===== src/rtl/ahb_fifo_pkg.sv =====
// Shared AHB encodings and FSM state type for the AHB-to-FIFO write bridge.
package ahb_fifo_pkg;

  localparam logic [1:0] HTRANS_IDLE   = 2'b00;
  localparam logic [1:0] HTRANS_BUSY   = 2'b01;
  localparam logic [1:0] HTRANS_NONSEQ = 2'b10;
  localparam logic [1:0] HTRANS_SEQ    = 2'b11;

  localparam logic [2:0] HSIZE_WORD = 3'b010;

  localparam logic HRESP_OKAY  = 1'b0;
  localparam logic HRESP_ERROR = 1'b1;

  typedef enum logic [2:0] {
    StIdle,
    StWr,
    StRd,
    StErr1,
    StErr2
  } state_e;

  // Both cycles of the two-cycle ERROR response drive hresp high.
  function automatic logic resp_for(state_e s);
    return ((s == StErr1) || (s == StErr2)) ? HRESP_ERROR : HRESP_OKAY;
  endfunction

endpackage


===== src/rtl/ahb_fifo_writer.sv =====
// AHB-Lite slave that pushes each word write straight into a FIFO.
// Define AHB_FIFO_WR_CNT_EN to add a push counter readable over AHB.
module ahb_fifo_writer
  import ahb_fifo_pkg::*;
#(
  parameter int unsigned DWIDTH = 32,
  parameter int unsigned CWIDTH = 16
) (
  input  logic              wclk,
  input  logic              wrst,
  input  logic              hsel,
  input  logic [1:0]        htrans,
  input  logic              hwrite,
  input  logic [2:0]        hsize,
  input  logic              hready,
  input  logic [DWIDTH-1:0] hwdata,
  output logic              hreadyout,
  output logic              hresp,
  output logic [DWIDTH-1:0] hrdata,
  output logic              fifowr,
  output logic [DWIDTH-1:0] wdata,
  input  logic              wfull
);

  if (DWIDTH < CWIDTH + 1) begin : gen_width_check
    $error("DWIDTH must hold the push counter plus the full flag");
  end

  state_e state_q;
  state_e accept_st;
  logic   hresp_q;
  logic   accept;

  assign accept = hsel & hready & ((htrans == HTRANS_NONSEQ) | (htrans == HTRANS_SEQ));

  // Data-phase state implied by the address phase sampled this edge; StIdle if none.
  always_comb begin
    accept_st = StIdle;
    if (accept && hwrite) begin
      accept_st = (hsize == HSIZE_WORD) ? StWr : StErr1;
    end
    if (accept && !hwrite) begin
`ifdef AHB_FIFO_WR_CNT_EN
      accept_st = StRd;
`else
      accept_st = StErr1;
`endif
    end
  end

  always_ff @(posedge wclk or negedge wrst) begin
    if (!wrst) begin
      state_q <= StIdle;
      hresp_q <= HRESP_OKAY;
    end else begin
      unique case (state_q)
        StWr: begin
          if (!wfull) begin
            state_q <= accept_st;
            hresp_q <= resp_for(accept_st);
          end
        end
        StErr1: begin
          state_q <= StErr2;
          hresp_q <= HRESP_ERROR;
        end
        default: begin
          state_q <= accept_st;
          hresp_q <= resp_for(accept_st);
        end
      endcase
    end
  end

  assign fifowr    = (state_q == StWr) & ~wfull;
  assign hreadyout = ~((state_q == StErr1) | ((state_q == StWr) & wfull));
  assign hresp     = hresp_q;
  assign wdata     = hwdata;

`ifdef AHB_FIFO_WR_CNT_EN
  localparam logic [CWIDTH-1:0] CntOne = {{(CWIDTH-1){1'b0}}, 1'b1};

  logic [CWIDTH-1:0] cnt_q;

  always_ff @(posedge wclk or negedge wrst) begin
    if (!wrst) begin
      cnt_q <= '0;
    end else if (fifowr) begin
      cnt_q <= cnt_q + CntOne;
    end
  end

  always_comb begin
    hrdata = '0;
    if (state_q == StRd) begin
      hrdata[CWIDTH:0] = {wfull, cnt_q};
    end
  end
`else
  assign hrdata = '0;
`endif

endmodule


===== config.mk =====
export PLATFORM = sky130hd
export DESIGN_NAME = ahb_fifo_writer
export DESIGN_NICKNAME = d
export VERILOG_FILES = /design/src/rtl/ahb_fifo_pkg.sv /design/src/rtl/ahb_fifo_writer.sv
export SDC_FILE = /design/constraint.sdc
export NUM_CORES = 1
export LEC_CHECK = 0
export CELL_PAD_IN_SITES_DETAIL_PLACEMENT = 1
export CELL_PAD_IN_SITES_GLOBAL_PLACEMENT = 1
export CORE_ASPECT_RATIO = 0.6
export CORE_MARGIN = 8
export CORE_UTILIZATION = 13
export CTS_CLUSTER_DIAMETER = 30
export CTS_CLUSTER_SIZE = 8
export DETAILED_ROUTE_END_ITERATION = 6
export PLACE_DENSITY_LB_ADDON = 0.1
export RECOVER_POWER = 100
export REMOVE_ABC_BUFFERS = 1
export SLEW_MARGIN = 5
export SYNTH_ARGS = -nofsm -noshare
export SYNTH_HDL_FRONTEND = slang
export SYNTH_SLANG_ARGS = --single-unit

===== constraint.sdc =====
create_clock -name wclk -period 1.16 [get_ports wclk]
set_input_delay 0.232 -clock wclk [delete_from_list [all_inputs] [get_ports wclk]]
set_output_delay 0.232 -clock wclk [all_outputs]
set_load 0.05 [all_outputs]

=== Word-level counts from Yosys, hierarchy flattened ===
Index checks and enable logic that the tools add are counted.
Widths: inputs -> output; s select.

* Output and inout bits: 67
* Register bits after elaboration: 4
* Logic and storage cells: 30

* Bitwise operators: 8
* Equal/unequal tests: 8
* Reductions and logical operators: 4
* Muxes and demuxes: 8

{| class="wikitable"
|+ Operators with widths
! kind !! count
|-
| $eq 3x2->1 const B || 3
|-
| $mux 2 || 3
|-
| $pmux 3 s2 || 1
|-
| $and 1x1->1 || 4
|-
| $eq 2x2->1 const B || 2
|-
| $eq 3x1->1 const B || 1
|-
| $eq 3x3->1 const B || 1
|-
| $mux 3 || 1
|-
| $logic_and 1x1->1 || 2
|-
| $mux 1 || 2
|-
| $ne 2x2->1 const B || 1
|-
| $not 1->1 || 2
|-
| $or 1x1->1 || 2
|-
| $pmux 1 s2 || 1
|-
| $logic_not 1->1 || 1
|-
| $logic_or 1x1->1 || 1
|}

=== Longest topological paths before layout ===
Gate-level depths: netlist (run 1).

* Word-level depth: 11
* Gate-level depth with buffers: 3
* Depth with buffers taken out: 3

=== Least setup slack after synthesis (run 1) ===
OpenSTA, ideal clock, no wires.

* Path kind: register to output
* Start point: register state_q[2]
* End point: output port fifowr
* Stages on the path, launching flop included: 3
* Arrival: 1.695 ns
* Setup slack: -0.767 ns
* Path buffers: 0
* Cell sequence: dfrtp_1 > nor2b_4 > nor3b_1

* Word-level cells in the longest chain between the ends: 2

{| class="wikitable"
|+ Ends and longest elaborated chain
! item !! line !! RTL
|-
| from (decl) || ahb_fifo_writer.sv:29 || <nowiki>state_e state_q;</nowiki>
|-
| from (signal assigned) || ahb_fifo_writer.sv:53 || <nowiki>state_q <= StIdle;</nowiki>
|-
| from (signal assigned) || ahb_fifo_writer.sv:59 || <nowiki>state_q <= accept_st;</nowiki>
|-
| from (signal assigned) || ahb_fifo_writer.sv:64 || <nowiki>state_q <= StErr2;</nowiki>
|-
| $eq 3x1->1 || ahb_fifo_writer.sv:75 || <nowiki>assign fifowr = (state_q == StWr) & ~wfull;</nowiki>
|-
| $and 1x1->1 || ahb_fifo_writer.sv:75 ||
|-
| to (decl) || ahb_fifo_writer.sv:20 || <nowiki>output logic fifowr,</nowiki>
|}

No other way between the ends.

=== Worst setup path after layout (run 1) ===
Ends and elaborated chain as after synthesis.

==> out/summary.log, run 1 <==
INFO  sta            fmaxAchievable=729MHz
INFO  route          starting_drc_count_in_detailed_routing=9
INFO  power_and_ir_drop power.leakage=0.297nW
INFO  logic_synthesis synthesized_instance_count=82
INFO  cells_and_area layout-drive-gt1-share=0.221
INFO  floorplan      rows=20
INFO  worst_hold_path hold_class=in -> async
INFO  clock_tree     cts.htree.levels=1
INFO  global_routing first_global_vias=393
INFO  setup_path     rrSetupSlack=0.16ns
INFO  logic_synthesis synth-seq-cells=4
INFO  sta            finalSetupViolCount=2
INFO  global_routing grtUsageTotal=0.0546
INFO  global_routing globalRouteOverflowTotal=0
INFO  cells_and_area num-fill-cells=610
INFO  placement      gp_congestion=0.621
INFO  clock_tree     hold_buffers=0
INFO  clock_tree     tritoncts_clock_tree=built
INFO  logic_synthesis synth.avg_cell_area=8.39um2
INFO  setup_path     r2r-end=hresp
INFO  placement      pre_cts_slack=-0.274ns
INFO  sta            timing.clock.skew=0.00225ns
INFO  global_routing largest_net_degree_at_the_start_of_global_routing=5
INFO  setup_path     worst-endpoint-arrival=1.14ns
INFO  route          wire_per_inst=16.6um
INFO  setup_path     critical_path_required=0.93ns
INFO  power_and_ir_drop sequentialPowerShare=0.195
INFO  sta            timing.final.crit_period=1.37ns
INFO  floorplan      design.core.area=5080um2
INFO  logic_synthesis synth_largest_type_area_fraction=0.698
INFO  floorplan      die_w=110um
INFO  clock_tree     clkSinkCount=4
INFO  sta            setup_tns=-0.406ns
INFO  sta            slew_violations=0
INFO  status         status=finished with violations
INFO  clock_tree     cts_repair_resize_count=2
INFO  logic_synthesis number_of_distinct_library_cells_after_synthesis=16
INFO  clock_tree     post_cts.repair.setup_buffers=0
INFO  sta            rsz0062_at_grt=true
INFO  floorplan      floorplan.initialDensity=0.135
INFO  power_and_ir_drop combinationalPowerShare=0.446
INFO  power_and_ir_drop p_sw_frac=0.448
INFO  floorplan      io-pin-count=110
INFO  power_and_ir_drop intPower=0.000435W
INFO  global_routing grt_pass1_wl=2.83mm
INFO  floorplan      chipHeight=72.4um
INFO  placement      hpwl_after_detailed_placement=2.00mm
INFO  power_and_ir_drop ratio_of_total_power_to_cell_area=1290nW/um2
INFO  setup_path     timing.critical_path.from_type=flop
INFO  setup_path     critical_path_peak_fanout=2
INFO  flow_run       drv_cap=0
INFO  route          ant_nets=0
INFO  logic_synthesis synth_top_cells_by_area=sky130_fd_sc_hd__buf_4 70%, sky130_fd_sc_hd__dfrtp_1 15%, sky130_fd_sc_hd__nor2b_4 2.0%
INFO  route          drcViolationCount=0
INFO  route          detail_route.first_pass.iterations=3
INFO  logic_synthesis library_cell_with_the_largest_summed_area_after_synthesis=sky130_fd_sc_hd__buf_4
INFO  sta            period_share=1.18
INFO  power_and_ir_drop total_power=0.000788W
INFO  power_and_ir_drop vdd_drop_max=263uV
INFO  route          routed_via_density=2.49
INFO  setup_path     critical_path.endpoint_type=output pin
INFO  cells_and_area syn_to_final_growth=-11.1%
INFO  cells_and_area n_antenna_cell=0
INFO  sta            finalHoldViolations=0
INFO  clock_tree     clk_pin_slew=0.03ns
INFO  route          dr_total_vias=334
INFO  logic_synthesis synth_seq_area_share=0.145
INFO  clock_tree     cts_made_buffers=3
INFO  setup_path     worstRegToRegCells=4
INFO  power_and_ir_drop total_switching_power=0.000353W
INFO  floorplan      die-area=7950um2
INFO  setup_path     critPathKind=reg -> out
INFO  route          finalWirelength=2.22mm
INFO  setup_path     reg2reg_from=state_q[2]
INFO  clock_tree     clock_latency=0.21ns
INFO  sta            worst_slack=-0.211ns
INFO  power_and_ir_drop clock_power_share=0.360
INFO  clock_tree     clock-root-buffer=sky130_fd_sc_hd__clkbuf_8
INFO  placement      io_buffers=12
INFO  logic_synthesis yosysWarningCount=0
INFO  cells_and_area num-nets-final=113
INFO  logic_synthesis post_synth_instance_area=688um2
INFO  global_routing antenna_found_initial=0
INFO  status         failed_checks=setup timing
INFO  clock_tree     ctsLongestPathBuffers=2
power by group through the flow:
stage                     combinational [W]  sequential (W)  clock, W
after global routing               0.000365        0.000154  0.000317
after CTS                          0.000360        0.000156  0.000297
after detailed placement           0.000360        0.000157         0
after floorplan                    0.000263        0.000165         0
final                              0.000351        0.000153  0.000284
after global placement             0.000362        0.000157         0
cell type report:
class | count | area [um2] | area share
clock buffers | 3 | 41.3 | 0.0675
multi-input cells | 45 | 224 | 0.366
well taps | 66 | 82.6 | 0.135
flip-flops and latches | 4 | 100 | 0.164
repair buffers | 16 | 164 | 0.268
Yosys cell counts, drive strengths merged:
master and number:
a31o 1, a21oi 2, dfrtp 4, o21ai 1
conb 1, nand2 1, buf 64, nor2b 1
nand3 1, nor3b 1, nor2 1, and2 2
and4bb 1, a31oi 1
through the flow:
stage	std cells	util	hold slack, ns	instance area (um2)
floorplan	49	-	-0.0636	324
global placement	131	0.116	0.459	587
detailed placement	131	0.116	0.457	587
CTS	134	0.124	0.230	632
global route	134	0.120	0.300	612
finish	134	0.120	0.304	612
cells by family (layout without fill, tap and decap cells):
kind of cell | count (synthesis) | count (layout) | share of synthesized area
and+or+nand+nor | 8 | 8 | 0.0964
buffers and inverters | 64 | 19 | 0.698
AOI/OAI and AO/OA | 5 | 5 | 0.0546
other | 1 | 32 | 0.00545
DFF | 4 | 4 | 0.145
routing by layer:
metal	vias to the layer above	track usage	wire length [um]
met5	-	0	0
met4	0	0.0134	26
met3	2	0.0760	531
met2	57	0.0437	696
met1	143	0.0686	968
li1	132	-	-
worst max-delay path, stage by stage (launching register included):
cell and delay, ns:
sky130_fd_sc_hd__dfrtp_1 0.38, sky130_fd_sc_hd__nor2b_4 0.12, sky130_fd_sc_hd__nor3b_2 0.16, sky130_fd_sc_hd__buf_4 0.14, sky130_fd_sc_hd__buf_12 0.12
how the worst max path moves through the flow:
stage                          start     end  slack [ns]
final                     state_q[2]  fifowr       -0.21
after global routing      state_q[2]  fifowr       -0.25
after CTS                 state_q[2]  fifowr       -0.23
after detailed placement       wfull  fifowr       -0.27
after global placement         wfull  fifowr       -0.25
after floorplan           state_q[2]  fifowr       -0.77
flip-flops by register name, summed over array words and instances, names as in the netlist:
| register | count |
|---|---|
| state_q | 3 |
| hresp | 1 |
cell usage in the layout, fill, tap and decap left out, drive strengths merged, types with 2 or more instances in the layout:
| master | n |
|---|---|
| clkbuf | 4 |
| and2 | 2 |
| conb | 32 |
| clkdlybuf4s50 | 7 |
| dfrtp | 4 |
| buf | 6 |
| a21oi | 2 |
(Power assumes the default switching activity.)
==> run 2: changes to the inputs <==
--- a/config.mk
+++ b/config.mk
@@ -15,7 +15,6 @@
 export DETAILED_ROUTE_END_ITERATION = 6
 export PLACE_DENSITY_LB_ADDON = 0.1
 export RECOVER_POWER = 100
-export REMOVE_ABC_BUFFERS = 1
 export SLEW_MARGIN = 5
 export SYNTH_ARGS = -nofsm -noshare
 export SYNTH_HDL_FRONTEND = slang
==> run 2 against run 1 <==
The flow still finishes with violations (setup timing). Die area unchanged. Utilization increased by 0.44 points. Combinational power increased by 3%. Sequential share of layout area decreased by 0.58 points. Global-route usage decreased by 2.0 points. Clock-buffer cell count unchanged. Critical path type unchanged. Largest cell class unchanged.
==> out/summary.log, run 2 (synthesis gave the netlist of run 1 again) <==
INFO  setup_path     worstRegToRegCells=5 [+1]
INFO  clock_tree     hold_buffers=0 [unchanged]
INFO  placement      hpwl_after_detailed_placement=1.26mm [-37%]
INFO  global_routing first_global_vias=371 [-5.6%]
INFO  clock_tree     ctsLongestPathBuffers=2 [unchanged]
INFO  floorplan      floorplan.initialDensity=0.135 [unchanged]
INFO  sta            period_share=1.17 [-0.0136]
INFO  status         failed_checks=setup timing
INFO  placement      io_buffers=12 [unchanged]
INFO  global_routing antenna_found_initial=0 [unchanged]
INFO  sta            slew_violations=0 [unchanged]
INFO  clock_tree     clock-root-buffer=sky130_fd_sc_hd__clkbuf_8
INFO  global_routing grt_pass1_wl=1.98mm [-30%]
INFO  route          routed_via_density=2.43 [-2.4%]
INFO  setup_path     rrSetupSlack=0.05ns [-0.11 ns]
INFO  sta            rsz0062_at_grt=true
INFO  clock_tree     tritoncts_clock_tree=built
INFO  power_and_ir_drop power.leakage=0.303nW [+2.1%]
INFO  route          wire_per_inst=10.2um [-38%]
INFO  floorplan      die_w=110um [unchanged]
INFO  cells_and_area n_antenna_cell=0 [unchanged]
INFO  worst_hold_path hold_class=in -> async
INFO  sta            finalHoldViolations=0 [unchanged]
INFO  clock_tree     cts_made_buffers=3 [unchanged]
INFO  cells_and_area layout_commonest_cell=sky130_fd_sc_hd__conb_1
INFO  floorplan      design.core.area=5080um2 [unchanged]
INFO  setup_path     critPathKind=reg -> out
INFO  global_routing globalRouteOverflowTotal=0 [unchanged]
INFO  power_and_ir_drop total_power=0.000808W [+2.5%]
INFO  cells_and_area num-nets-final=115 [+1.8%]
INFO  clock_tree     clk_pin_slew=0.03ns [about the same]
INFO  cells_and_area largest_reg_flops=3 [unchanged]
INFO  placement      gp_congestion=0.594 [-4.4%]
INFO  status         status=finished with violations
INFO  floorplan      io-pin-count=110 [unchanged]
INFO  sta            setup_tns=-0.341ns [+0.0653 ns]
INFO  flow_run       drv_cap=0 [unchanged]
INFO  global_routing global_route.usage.met1=0.0351 [-0.0334]
INFO  setup_path     reg2reg_from=state_q[2]
INFO  setup_path     critical_path.endpoint_type=output pin
INFO  global_routing gr-usage-met3=0.0318 [-0.0442]
INFO  setup_path     setup.worst_path.end=fifowr
INFO  clock_tree     clkSinkCount=4 [unchanged]
INFO  cells_and_area layout_common_cells=32 x sky130_fd_sc_hd__conb_1, 7 x sky130_fd_sc_hd__clkdlybuf4s50_1, 5 x sky130_fd_sc_hd__buf_4
INFO  cells_and_area layout-drive-gt1-share=0.243 [+0.0223]
INFO  floorplan      die-area=7950um2 [unchanged]
INFO  global_routing global_route.usage.met2=0.0443 [+0.000662]
INFO  setup_path     critical_path.startpoint=state_q[2]
INFO  cells_and_area syn_to_final_growth=-7.82%
INFO  floorplan      rows=20 [unchanged]
INFO  setup_path     critical_path_required=0.93ns [about the same]
INFO  route          ant_nets=0 [unchanged]
INFO  power_and_ir_drop vdd_drop_max=183uV [-30%]
INFO  global_routing largest_net_degree_at_the_start_of_global_routing=5 [unchanged]
INFO  route          finalWirelength=1.39mm [-37%]
INFO  sta            fmaxAchievable=738MHz [+1.2%]
INFO  route          drcViolationCount=0 [unchanged]
INFO  route          detail_route.first_pass.iterations=2 [-1]
INFO  route          starting_drc_count_in_detailed_routing=2 [-7]
INFO  clock_tree     clock_latency=0.22ns [about the same]
INFO  power_and_ir_drop ratio_of_total_power_to_cell_area=1270nW/um2 [-1.1%]
INFO  sta            timing.clock.skew=0.000869ns [-0.00138 ns]
INFO  setup_path     worst-endpoint-arrival=1.12ns [-0.02 ns]
INFO  sta            finalSetupViolCount=2 [unchanged]
INFO  sta            worst_slack=-0.195ns [+0.0158 ns]
INFO  cells_and_area largest_register_by_flop_count=state_q
INFO  setup_path     r2r-end=hresp
INFO  clock_tree     cts.htree.levels=1 [unchanged]
INFO  sta            timing.final.crit_period=1.36ns [-0.0158 ns]
INFO  global_routing grtUsageTotal=0.0343 [-0.0203]
INFO  setup_path     timing.critical_path.from_type=flop
INFO  floorplan      chipHeight=72.4um [unchanged]
INFO  setup_path     critical_path_peak_fanout=3 [+1]
INFO  route          dr_total_vias=331 [-0.90%]
INFO  global_routing top_usage_layer=met2
==> run 2: cell types whose count changed in the layout (fill, tap and decap cells not counted) <==
cell,before,now
sky130_fd_sc_hd__nor3b_4,0,1
sky130_fd_sc_hd__nand3_1,1,0
sky130_fd_sc_hd__nand3_2,0,1
sky130_fd_sc_hd__clkbuf_1,0,1
sky130_fd_sc_hd__buf_2,0,1
sky130_fd_sc_hd__nor3b_2,1,0
sky130_fd_sc_hd__buf_4,4,5
sky130_fd_sc_hd__clkbuf_2,1,0
==> run 2: layout make-up <==
class | instances | area, um2
Multi-Input combinational cell | 45 | 235
Fill cell | 612 | 4450
Tap cell | 66 | 82.6
Timing Repair Buffer | 18 | 175
Sequential cell | 4 | 100
Clock buffer | 3 | 41.3
==> run 2: timing repair <==
action / CTS / global route
gates resized for setup: 1 / 0
endpoints found under the setup margin: 2 / 2
buffers inserted: 1 / 0
pin swaps: 0 / 0
endpoints found under the hold margin: 0 / 0
==> run 2: report_power, final <==
group	switching [W]	internal, W	leakage [nW]
logic	0.000288	0.0000734	0.228
registers	0.00000530	0.000148	0.0536
clock network	0.0000720	0.000221	0.0216
total	0.000365	0.000443	0.303
==> run 2: metrics by stage <==
step | setup slack, ns | hold slack [ns] | area (um2) | util | std cells
2_1_floorplan | -0.102 | -0.0636 | 816 | - | 113
3_3_place_gp | -0.203 | 0.464 | 606 | 0.119 | 132
3_5_place_dp | -0.211 | 0.463 | 606 | 0.119 | 132
4_1_cts | -0.211 | 0.234 | 653 | 0.129 | 136
5_1_grt | -0.242 | 0.317 | 634 | 0.125 | 136
6_report | -0.195 | 0.299 | 634 | 0.125 | 136
==> run 2: critical path, cell delays in order, from the launching register on <==
cell and delay, ns:
sky130_fd_sc_hd__dfrtp_1 0.38, sky130_fd_sc_hd__nor2b_4 0.13, sky130_fd_sc_hd__nor3b_4 0.23, sky130_fd_sc_hd__buf_12 0.16
==> run 2: layer usage <==
metal	vias to the layer above	wire length, um
li1	138	-
met1	149	561
met2	40	584
met3	4	229
met4	0	17
met5	-	0
==> run 2: worst min-delay path by stage <==
stage,to,start
finish,state_q[2],wrst
floorplan,hresp,wrst
detailed placement,state_q[0],wrst
global placement,wdata[18],hwdata[18]
CTS,hresp,wrst
global route,state_q[0],wrst
==> run 3: changes to the inputs <==
--- a/config.mk
+++ b/config.mk
@@ -10,6 +10,7 @@
 export CORE_ASPECT_RATIO = 0.6
 export CORE_MARGIN = 8
 export CORE_UTILIZATION = 13
+export CTS_BUF_LIST = sky130_fd_sc_hd__clkbuf_4
 export CTS_CLUSTER_DIAMETER = 30
 export CTS_CLUSTER_SIZE = 8
 export DETAILED_ROUTE_END_ITERATION = 6
==> run 3 against run 2 <==
The run still ends with setup timing left. Utilization fell by 0.17 points. Final cell count rose by 0.74%. Clock skew about the same. Worst hold slack worse by 0.018 ns. Die area is the same. Critical endpoint unchanged. Highest routed layer unchanged.
==> out/summary.log, run 3 (synthesis gave the netlist of run 1 again) <==
INFO  status         status=finished with violations
INFO  status         failed_checks=setup timing
INFO  cells_and_area layout_common_cells=32 x sky130_fd_sc_hd__conb_1, 7 x sky130_fd_sc_hd__clkdlybuf4s50_1, 6 x sky130_fd_sc_hd__buf_4
INFO  global_routing antenna_found_initial=0 [unchanged]
INFO  placement      gp_congestion=0.594 [unchanged]
INFO  clock_tree     clkSinkCount=4 [unchanged]
INFO  route          finalWirelength=1.38mm [-0.93%]
INFO  power_and_ir_drop vdd_drop_max=160uV [-13%]
INFO  setup_path     worstRegToRegCells=6 [+1]
INFO  cells_and_area n_antenna_cell=0 [unchanged]
INFO  cells_and_area layout.core_utilization=0.123 [-0.00172]
INFO  placement      placed_inst_area=606um2 [unchanged]
INFO  cells_and_area largest_reg_flops=3 [unchanged]
INFO  setup_path     critPathKind=reg -> out
INFO  floorplan      die-area=7950um2 [unchanged]
INFO  placement      pre_cts_slack=-0.211ns [unchanged]
INFO  setup_path     timing.critical_path.from_type=flop
INFO  floorplan      die_w=110um [unchanged]
INFO  power_and_ir_drop ratio_of_total_power_to_cell_area=1100nW/um2 [-14%]
INFO  setup_path     worst-endpoint-arrival=1.14ns [+0.02 ns]
INFO  route          wl_met1=549um [-2.1%]
INFO  global_routing grt_pass1_wl=1.95mm [-1.8%]
INFO  floorplan      floorplan.initialDensity=0.135 [unchanged]
INFO  setup_path     critical_path_peak_fanout=3 [unchanged]
INFO  cells_and_area layout_commonest_cell=sky130_fd_sc_hd__conb_1
INFO  sta            finalHoldViolations=0 [unchanged]
INFO  sta            fmaxAchievable=730MHz [-1.0%]
INFO  worst_hold_path hold_class=in -> async
INFO  flow_run       drv_cap=0 [unchanged]
INFO  global_routing globalRouteOverflowTotal=0 [unchanged]
INFO  power_and_ir_drop power.leakage=0.299nW [-1.2%]
INFO  floorplan      design.core.area=5080um2 [unchanged]
INFO  global_routing grtUsageTotal=0.0334 [-0.000923]
INFO  route          routed_via_density=2.49 [+2.3%]
INFO  sta            rsz0062_at_grt=true
INFO  floorplan      io-pin-count=110 [unchanged]
INFO  clock_tree     cts.htree.levels=1 [unchanged]
INFO  global_routing largest_net_degree_at_the_start_of_global_routing=5 [unchanged]
INFO  sta            worst_slack=-0.209ns [-0.0140 ns]
INFO  setup_path     r2r-end=state_q[1]
INFO  clock_tree     clock-root-buffer=sky130_fd_sc_hd__clkbuf_4
INFO  route          detail_route.first_pass.iterations=2 [unchanged]
INFO  route          ant_nets=0 [unchanged]
INFO  route          dr_total_vias=341 [+3.0%]
INFO  sta            timing.final.crit_period=1.37ns [+0.0140 ns]
INFO  sta            period_share=1.18 [+0.0120]
INFO  cells_and_area syn_to_final_growth=-9.09%
INFO  cells_and_area layout-drive-gt1-share=0.254 [+0.0107]
INFO  sta            timing.clock.skew=0.00121ns [+0.000338 ns]
INFO  cells_and_area num-nets-final=116 [+0.87%]
INFO  clock_tree     ctsLongestPathBuffers=2 [unchanged]
INFO  floorplan      chipHeight=72.4um [unchanged]
INFO  clock_tree     cts_made_buffers=3 [unchanged]
INFO  sta            setup_tns=-0.406ns [-0.0648 ns]
INFO  power_and_ir_drop total_power=0.000688W [-15%]
INFO  route          met3WireLength=224um [-2.2%]
INFO  route          drcViolationCount=0 [unchanged]
INFO  setup_path     critical_path_required=0.93ns [about the same]
INFO  setup_path     reg2reg_from=state_q[2]
INFO  sta            finalSetupViolCount=3 [+1]
INFO  route          wire_per_inst=10.1um [-1.7%]
INFO  setup_path     critical_path.endpoint_type=output pin
INFO  clock_tree     tritoncts_clock_tree=built
INFO  placement      hpwl_after_detailed_placement=1.26mm [unchanged]
INFO  setup_path     rrSetupSlack=-0.04ns [-0.09 ns]
INFO  clock_tree     clk_pin_slew=0.04ns [about the same]
INFO  cells_and_area largest_register_by_flop_count=state_q
INFO  cells_and_area fin_area=626um2 [-1.4%]
INFO  route          starting_drc_count_in_detailed_routing=2 [unchanged]
INFO  sta            slew_violations=0 [unchanged]
INFO  placement      io_buffers=12 [unchanged]
INFO  clock_tree     hold_buffers=0 [unchanged]
INFO  route          routed.top_layer=met4
INFO  route          met2WireLength=576um [-1.4%]
INFO  clock_tree     clock_latency=0.23ns [about the same]
INFO  global_routing first_global_vias=372 [+0.27%]
INFO  floorplan      rows=20 [unchanged]
-- run 3: changes by cell type in the layout (fill, tap and decap cells not counted) --
cell	delta
sky130_fd_sc_hd__clkbuf_4	+4
sky130_fd_sc_hd__clkbuf_8	-3
sky130_fd_sc_hd__buf_2	-1
sky130_fd_sc_hd__buf_4	+1
-- run 3: worst max-delay path by stage --
stage	start	cells after the start	to
after CTS	state_q[2]	3	fifowr
final	state_q[2]	3	fifowr
after global routing	state_q[2]	3	fifowr
after floorplan	state_q[2]	2	fifowr
after global placement	wfull	3	fifowr
after detailed placement	wfull	3	fifowr
-- run 3: critical path, cell delays in order, from the launching register on --
cell and delay [ns]:
sky130_fd_sc_hd__dfrtp_1 0.39, sky130_fd_sc_hd__nor2b_4 0.13, sky130_fd_sc_hd__nor3b_4 0.23, sky130_fd_sc_hd__buf_12 0.16
-- run 3: power breakdown --
group	switching [W]	internal, W
combinational	0.000288	0.0000774
clock	0.0000532	0.000115
sequential	0.00000525	0.000148
-- run 3: metal layers --
layer | global-route usage | up-vias
li1 | - | 141
met1 | 0.0341 | 154
met2 | 0.0443 | 40
met3 | 0.0292 | 6
met4 | 0.0208 | 0
met5 | 0 | -
-- run 3: through the flow --
step | hold slack, ns | cells
floorplan | -0.0636 | 113
global placement | 0.464 | 132
detailed placement | 0.463 | 132
CTS | 0.212 | 137
global route | 0.293 | 137
finish | 0.281 | 137
-- run 3: cell type report --
type	instances	area, um2
flip-flops and latches	4	100
multi-input cells	45	235
clock buffers	3	22.5
repair buffers	19	185
well taps	66	82.6
fillers	613	4450
-- run 3: timing repair --
| action | 4_1_cts | 5_1_grt |
|---|---|---|
| pin swaps | 1 | 0 |
| setup buffers | 2 | 0 |
| resized for setup | 1 | 0 |
| endpoints found under the setup margin | 2 | 4 |
==> RTL change 1, RTL diff (config.mk and constraints of run 1) <==
Re-encode `state_e` (5 states) as one-hot, 5 bits wide.
--- a/src/rtl/ahb_fifo_pkg.sv
+++ b/src/rtl/ahb_fifo_pkg.sv
@@ -13,8 +13,8 @@
 
-  typedef enum logic [2:0] {
-    StIdle,
-    StWr,
-    StRd,
-    StErr1,
-    StErr2
+  typedef enum logic [4:0] {
+    StIdle = 5'b00001,
+    StWr   = 5'b00010,
+    StRd   = 5'b00100,
+    StErr1 = 5'b01000,
+    StErr2 = 5'b10000
   } state_e;
Function: same outputs for any inputs over 10 cycles, from zero or initial values and one cycle with wrst low; not proved beyond that.
==> RTL change 1 against run 1 <==
  * The run still ends with negative setup slack left
  * Largest cell class unchanged
  * Sequential cell count up 1
  * Worst setup slack worse by 0.21 ns
  * Largest power group is now clock
  * Count of clock-buffer cells in the layout up 1
  * Synthesized area up 7.1%
  * Combinational power down 13%
  * Highest routed layer unchanged
  * Sequential power up 22%
  * Sequential share of layout area up 0.99 points
  * Design area up 19%
  * Total power up 3.9%
  * Utilization up 1.2 points
  * Routed wire length up 16%
==> RTL change 1: results (changes against run 1) <==
stage;metric;value;unit;change
run_status;outcome;complete, but fails checks;;
run_status;violations;negative setup slack;;
yosys;ys_seq_area_share;17.1;%;+2.6 points
yosys;ys_top_cells_by_count;buf_4 (64), dfrtp_1 (4), nor2_1 (4);;
pwr;ir_drop;0.175;mV;-33%
detailed_routing;met2_length;951;um;+37%
finish;nets;124;;+9.7%
clock_network;clkSlewWorstSetupHoldPaths;0.04;ns;
global_routing;grt_overflow;0;;unchanged
yosys;synth-compound-area-share;5.26;%;-0.19 points
placed_design;io_buffers;12;;unchanged
placed_design;dp_hpwl;2.11;mm;+5.7%
detailed_routing;wirelength;2.57;mm;+16%
yosys;synth_top_family_by_area;buffers and inverters;;
timing;finalSetupViolCount;4;;+2
global_routing;antenna_found_initial;0;;unchanged
finish;drive_above_1_share;28.7;%;+6.7 points
min_path;min_path_type;input pin to asynchronous set/reset pin;;
placed_design;dp.cells;145;;+11%
global_routing;met3_usage;6.65;%;-0.96 points
global_routing;grtUsageTotal;5.54;%;+0.084 points
placed_design;dp_worst_setup_slack;-0.457;ns;-0.183 ns
global_routing;grt_pass1_wl;3.13;mm;+11%
yosys;synthFlopType;dfrtp_1;;
detailed_routing;drtPass1Iterations;4;;+1
critical_path;crit_fanout;2;;unchanged
detailed_routing;vias_per_cell;2.92;;+17%
yosys;synthArstFlopShare;100;%;unchanged
finish;largest_register;state_q;;
placed_design;globalplace.congestion;0.684;;+10%
detailed_routing;vias;435;;+30%
global_routing;grt_max_degree;6;;+1
timing;clock_skew;0.00218;ns;-0.0000679 ns
detailed_routing;met3_length;645;um;+21%
clock_network;cts_made_buffers;3;;unchanged
yosys;synth_area_leaders;buf_4 (65%), dfrtp_1 (14%), dfstp_2 (3.6%);;
finish;num_antenna_cells;0;;unchanged
critical_path;arrival;1.35;ns;+0.21 ns
yosys;yosys_warnings;0;;unchanged
global_routing;grt_util_met2;5.71;%;+1.3 points
yosys;yosysUniqueCellTypes;18;;+2
timing;setup_ws;-0.423;ns;-0.212 ns
clock_network;clockBufferDepth;2;;unchanged
clock_network;htree_levels;1;;unchanged
detailed_routing;drt_iter0_markers;16;;+7
clock_network;ctsRootBufferMaster;clkbuf_8;;
finish;largest_reg_flops;4;;+1
detailed_routing;dr.max_layer_used;met4;;
global_routing;grt_pass1_vias;454;;+16%
pwr;leakage;0.357;nW;+20%
yosys;synthXorXnorAreaFrac;0;%;unchanged
yosys;synth_mux_area_share;0;%;unchanged
clock_network;insertion_delay;0.22;ns;
yosys;synth_fa_ha_area_share;0;%;unchanged
detailed_routing;met1Wirelength;928;um;-4.1%
yosys;avgSynthCellArea;8.28;um2;-1.3%
global_routing;grt_use_met1;5.72;%;-1.1 points
## RTL change 1: changes by cell type in the layout (fill, tap and decap cells not counted), sizes merged, moves of 3 or more
cell / run 1 / this run
buf: 6 / 11
nor2: 1 / 4
dlymetal6s2s: 0 / 3
clkdlybuf4s50: 7 / 2
## RTL change 1: final timing paths
check	endpoint	startpoint	slack, ns	depth (start not counted)
setup / recovery	fifowr	state_q[0]$_DFFE_PN1N_	-0.42	4
hold / removal	state_q[4]$_DFFE_PN0N_	wrst	0.30	1
setup reg to reg	hresp$_DFFE_PN0N_	state_q[0]$_DFFE_PN1N_	-0.08	5
hold reg to reg	hresp$_DFFE_PN0N_	hresp$_DFFE_PN0N_	0.52	1
max in group asynchronous	state_q[0]$_DFFE_PN1N_	wrst	0.60	1
min in group wclk	state_q[3]$_DFFE_PN0N_	hready	0.38	3
## RTL change 1: stage by stage
step / TNS [ns] / area, um2
after floorplan: -1.38 / 373
after global placement: -1.60 / 657
after detailed placement: -1.81 / 657
after CTS: -0.943 / 723
after global routing: -1.16 / 728
final: -0.911 / 728
## RTL change 1: worst max-delay path: stages, from the launching register on
cell and delay (ns):
dfstp_2 0.36, or2_4 0.26, nor4b_4 0.22, buf_4 0.16, buf_12 0.12
## RTL change 1: final cells by class
class                   instances  area (um2)
flip-flops and latches          5         126
repair buffers                 20         194
multi-input cells              49         269
fillers                       663        4790
well taps                      69        86.3
clock buffers                   4        45.0
inverters                       2        7.51
## RTL change 1: report_power, final
group	internal, W	switching (W)
clock	0.000236	0.0000889
sequential	0.000182	0.00000452
combinational	0.0000438	0.000263
total	0.000462	0.000357
## RTL change 1: repair_timing
action	in CTS	in global routing
pin swaps	4	2
endpoints found under the setup margin	6	6
buffers inserted	1	0
resized for setup	9	6
==> RTL change 2, RTL diff (settings of run 1) <==
Without the edit above. Change the parameter `DWIDTH` from 32 to 28.
--- a/src/rtl/ahb_fifo_writer.sv
+++ b/src/rtl/ahb_fifo_writer.sv
@@ -5,3 +5,3 @@
 #(
-  parameter int unsigned DWIDTH = 32,
+  parameter int unsigned DWIDTH = 28,
   parameter int unsigned CWIDTH = 16
Ports: changed (resized hrdata, hwdata and wdata); port bits go from 110 to 98. No check against the original RTL was run, so the function may have changed too.
==> RTL change 2 against run 1 <==
  * The run still ends with negative setup slack left
  * Total power is 3.4% lower
  * Routed wire length is 14% lower
  * Design area is 1.8% lower
  * Worst setup slack better by 0.014 ns
  * Critical path depth stayed put
  * Die area is 7.2% lower
  * Sequential cell count stayed put
  * Utilization is 0.98 points higher
  * First-iteration DRC count is 11% higher
  * Cell count is 4.5% lower
  * Global-route usage is 0.35 points lower
  * Synthesized area is 8.7% lower
  * Largest cell class unchanged
  * Largest power group unchanged
==> RTL change 2: results (changes against run 1) <==
stage;metric;value;unit;change
run_status;outcome;complete, but fails checks;;
run_status;violations;negative setup slack;;
yosys;ys_top_cells_by_count;buf_4 (56), dfrtp_1 (4);;
finish;nets;106;;-6.2%
timing;clock_skew;0.000189;ns;-0.00206 ns
min_path;min_path_type;input pin to asynchronous set/reset pin;;
placed_design;dp.cells;125;;-4.6%
global_routing;grtUsageTotal;5.11;%;-0.35 points
detailed_routing;wirelength;1.91;mm;-14%
critical_path;r2r-start;state_q[2]$_DFFE_PN0P_;;
yosys;yosysUniqueCellTypes;16;;unchanged
yosys;yosys_warnings;0;;unchanged
critical_path;crit_fanout;2;;unchanged
yosys;synth_area_leaders;buf_4 (67%), dfrtp_1 (16%), nor2b_4 (2.2%);;
detailed_routing;drt_iter0_markers;10;;+1
pwr;ir_drop;0.292;mV;+11%
critical_path;slowest_delay;0.38;ns;about the same
critical_path;reg2reg_slack;0.08;ns;-0.08 ns
clock_network;ctsRootBufferMaster;clkbuf_8;;
clock_network;clkSlewWorstSetupHoldPaths;0.03;ns;about the same
pwr;p_int;0.000438;W;+0.56%
yosys;synthFlopType;dfrtp_1;;
pwr;leakage;0.287;nW;-3.1%
timing;setup_ws;-0.197;ns;+0.0136 ns
placed_design;globalplace.congestion;0.548;;-12%
timing;tns;-0.348;ns;+0.0586 ns
clock_network;htree_levels;1;;unchanged
finish;drive_above_1_share;24.6;%;+2.6 points
clock_network;post_cts_buffers;0;;unchanged
critical_path;r2r_end;state_q[1]$_DFFE_PN0P_;;
timing;finalSetupViolCount;2;;unchanged
global_routing;grt_pass1_wl;2.66;mm;-5.9%
clock_network;insertion_delay;0.21;ns;about the same
detailed_routing;vias_per_cell;2.63;;+5.3%
placed_design;dp_hpwl;1.72;mm;-14%
finish;nFillCells;564;;-7.5%
critical_path;r2r_cells;5;;+1
global_routing;grt_pass1_vias;426;;+8.4%
yosys;ys_seq_area_share;15.9;%;+1.4 points
clock_network;cts_made_buffers;3;;unchanged
detailed_routing;drc_errors;0;;unchanged
yosys;synthArstFlopShare;100;%;unchanged
detailed_routing;vias;336;;+0.60%
detailed_routing;drtPass1Iterations;2;;-1
global_routing;antenna_found_initial;0;;unchanged
yosys;syn_inst;74;;-9.8%
finish;largest_register;state_q;;
[RTL change 2: worst register-to-register path: stages, from the launching register on]
cell	delay, ns
dfrtp_1	0.38
nor2b_4	0.11
buf_4	0.13
o21ai_2	0.08
buf_4	0.15
and2_1	0.13
[RTL change 2: final cells by class]
type,count,area share [%]
tap,63,13.1
timing repair buffer,17,28.5
clock buffer,3,6.87
sequential,4,16.7
multi-input combinational,41,34.8
[RTL change 2: through the flow]
stage	worst slack, ns	power [W]	instance area, um2	hold slack, ns
4_1_cts	-0.220	0.000782	621	0.232
6_report	-0.197	0.000761	601	0.299
3_3_place_gp	-0.228	0.000493	576	0.456
3_5_place_dp	-0.253	0.000492	576	0.457
2_1_floorplan	-0.767	0.000400	309	-0.0636
5_1_grt	-0.261	0.000808	601	0.309
[RTL change 2: cells by family after synthesis]
family                 share of synthesized area, %
buffers and inverters                          66.9
other                                         0.597
AOI/OAI and AO/OA                              5.98
and+or+nand+nor                                10.6
DFF                                            15.9
[RTL change 2: how the worst max path moves through the flow]
stage,endpoint,cells after the start
after floorplan,fifowr,2
after global placement,fifowr,4
after detailed placement,fifowr,4
after CTS,fifowr,4
after global routing,fifowr,4
final,fifowr,4
[RTL change 2: repair_timing]
| item | 4_1_cts | 5_1_grt |
|---|---|---|
| gates resized for setup | 2 | 0 |
| hold buffers | 0 | 0 |
| gates cloned | 0 | 0 |
| setup endpoints to repair | 2 | 2 |
[RTL change 2: power groups by stage]
stage	Clock (W)	Sequential, W	Combinational, W
after floorplan	0	0.000165	0.000235
after global placement	0	0.000157	0.000335
after detailed placement	0	0.000157	0.000335
after CTS	0.000291	0.000156	0.000335
after global routing	0.000314	0.000155	0.000339
final	0.000283	0.000153	0.000325
[RTL change 2: per-layer routing]
metal | wire length, um | GRT usage, %
met1 | 757 | 5.69
met2 | 726 | 5.25
met3 | 402 | 6.22
met4 | 27 | 2.33
met5 | 0 | 0
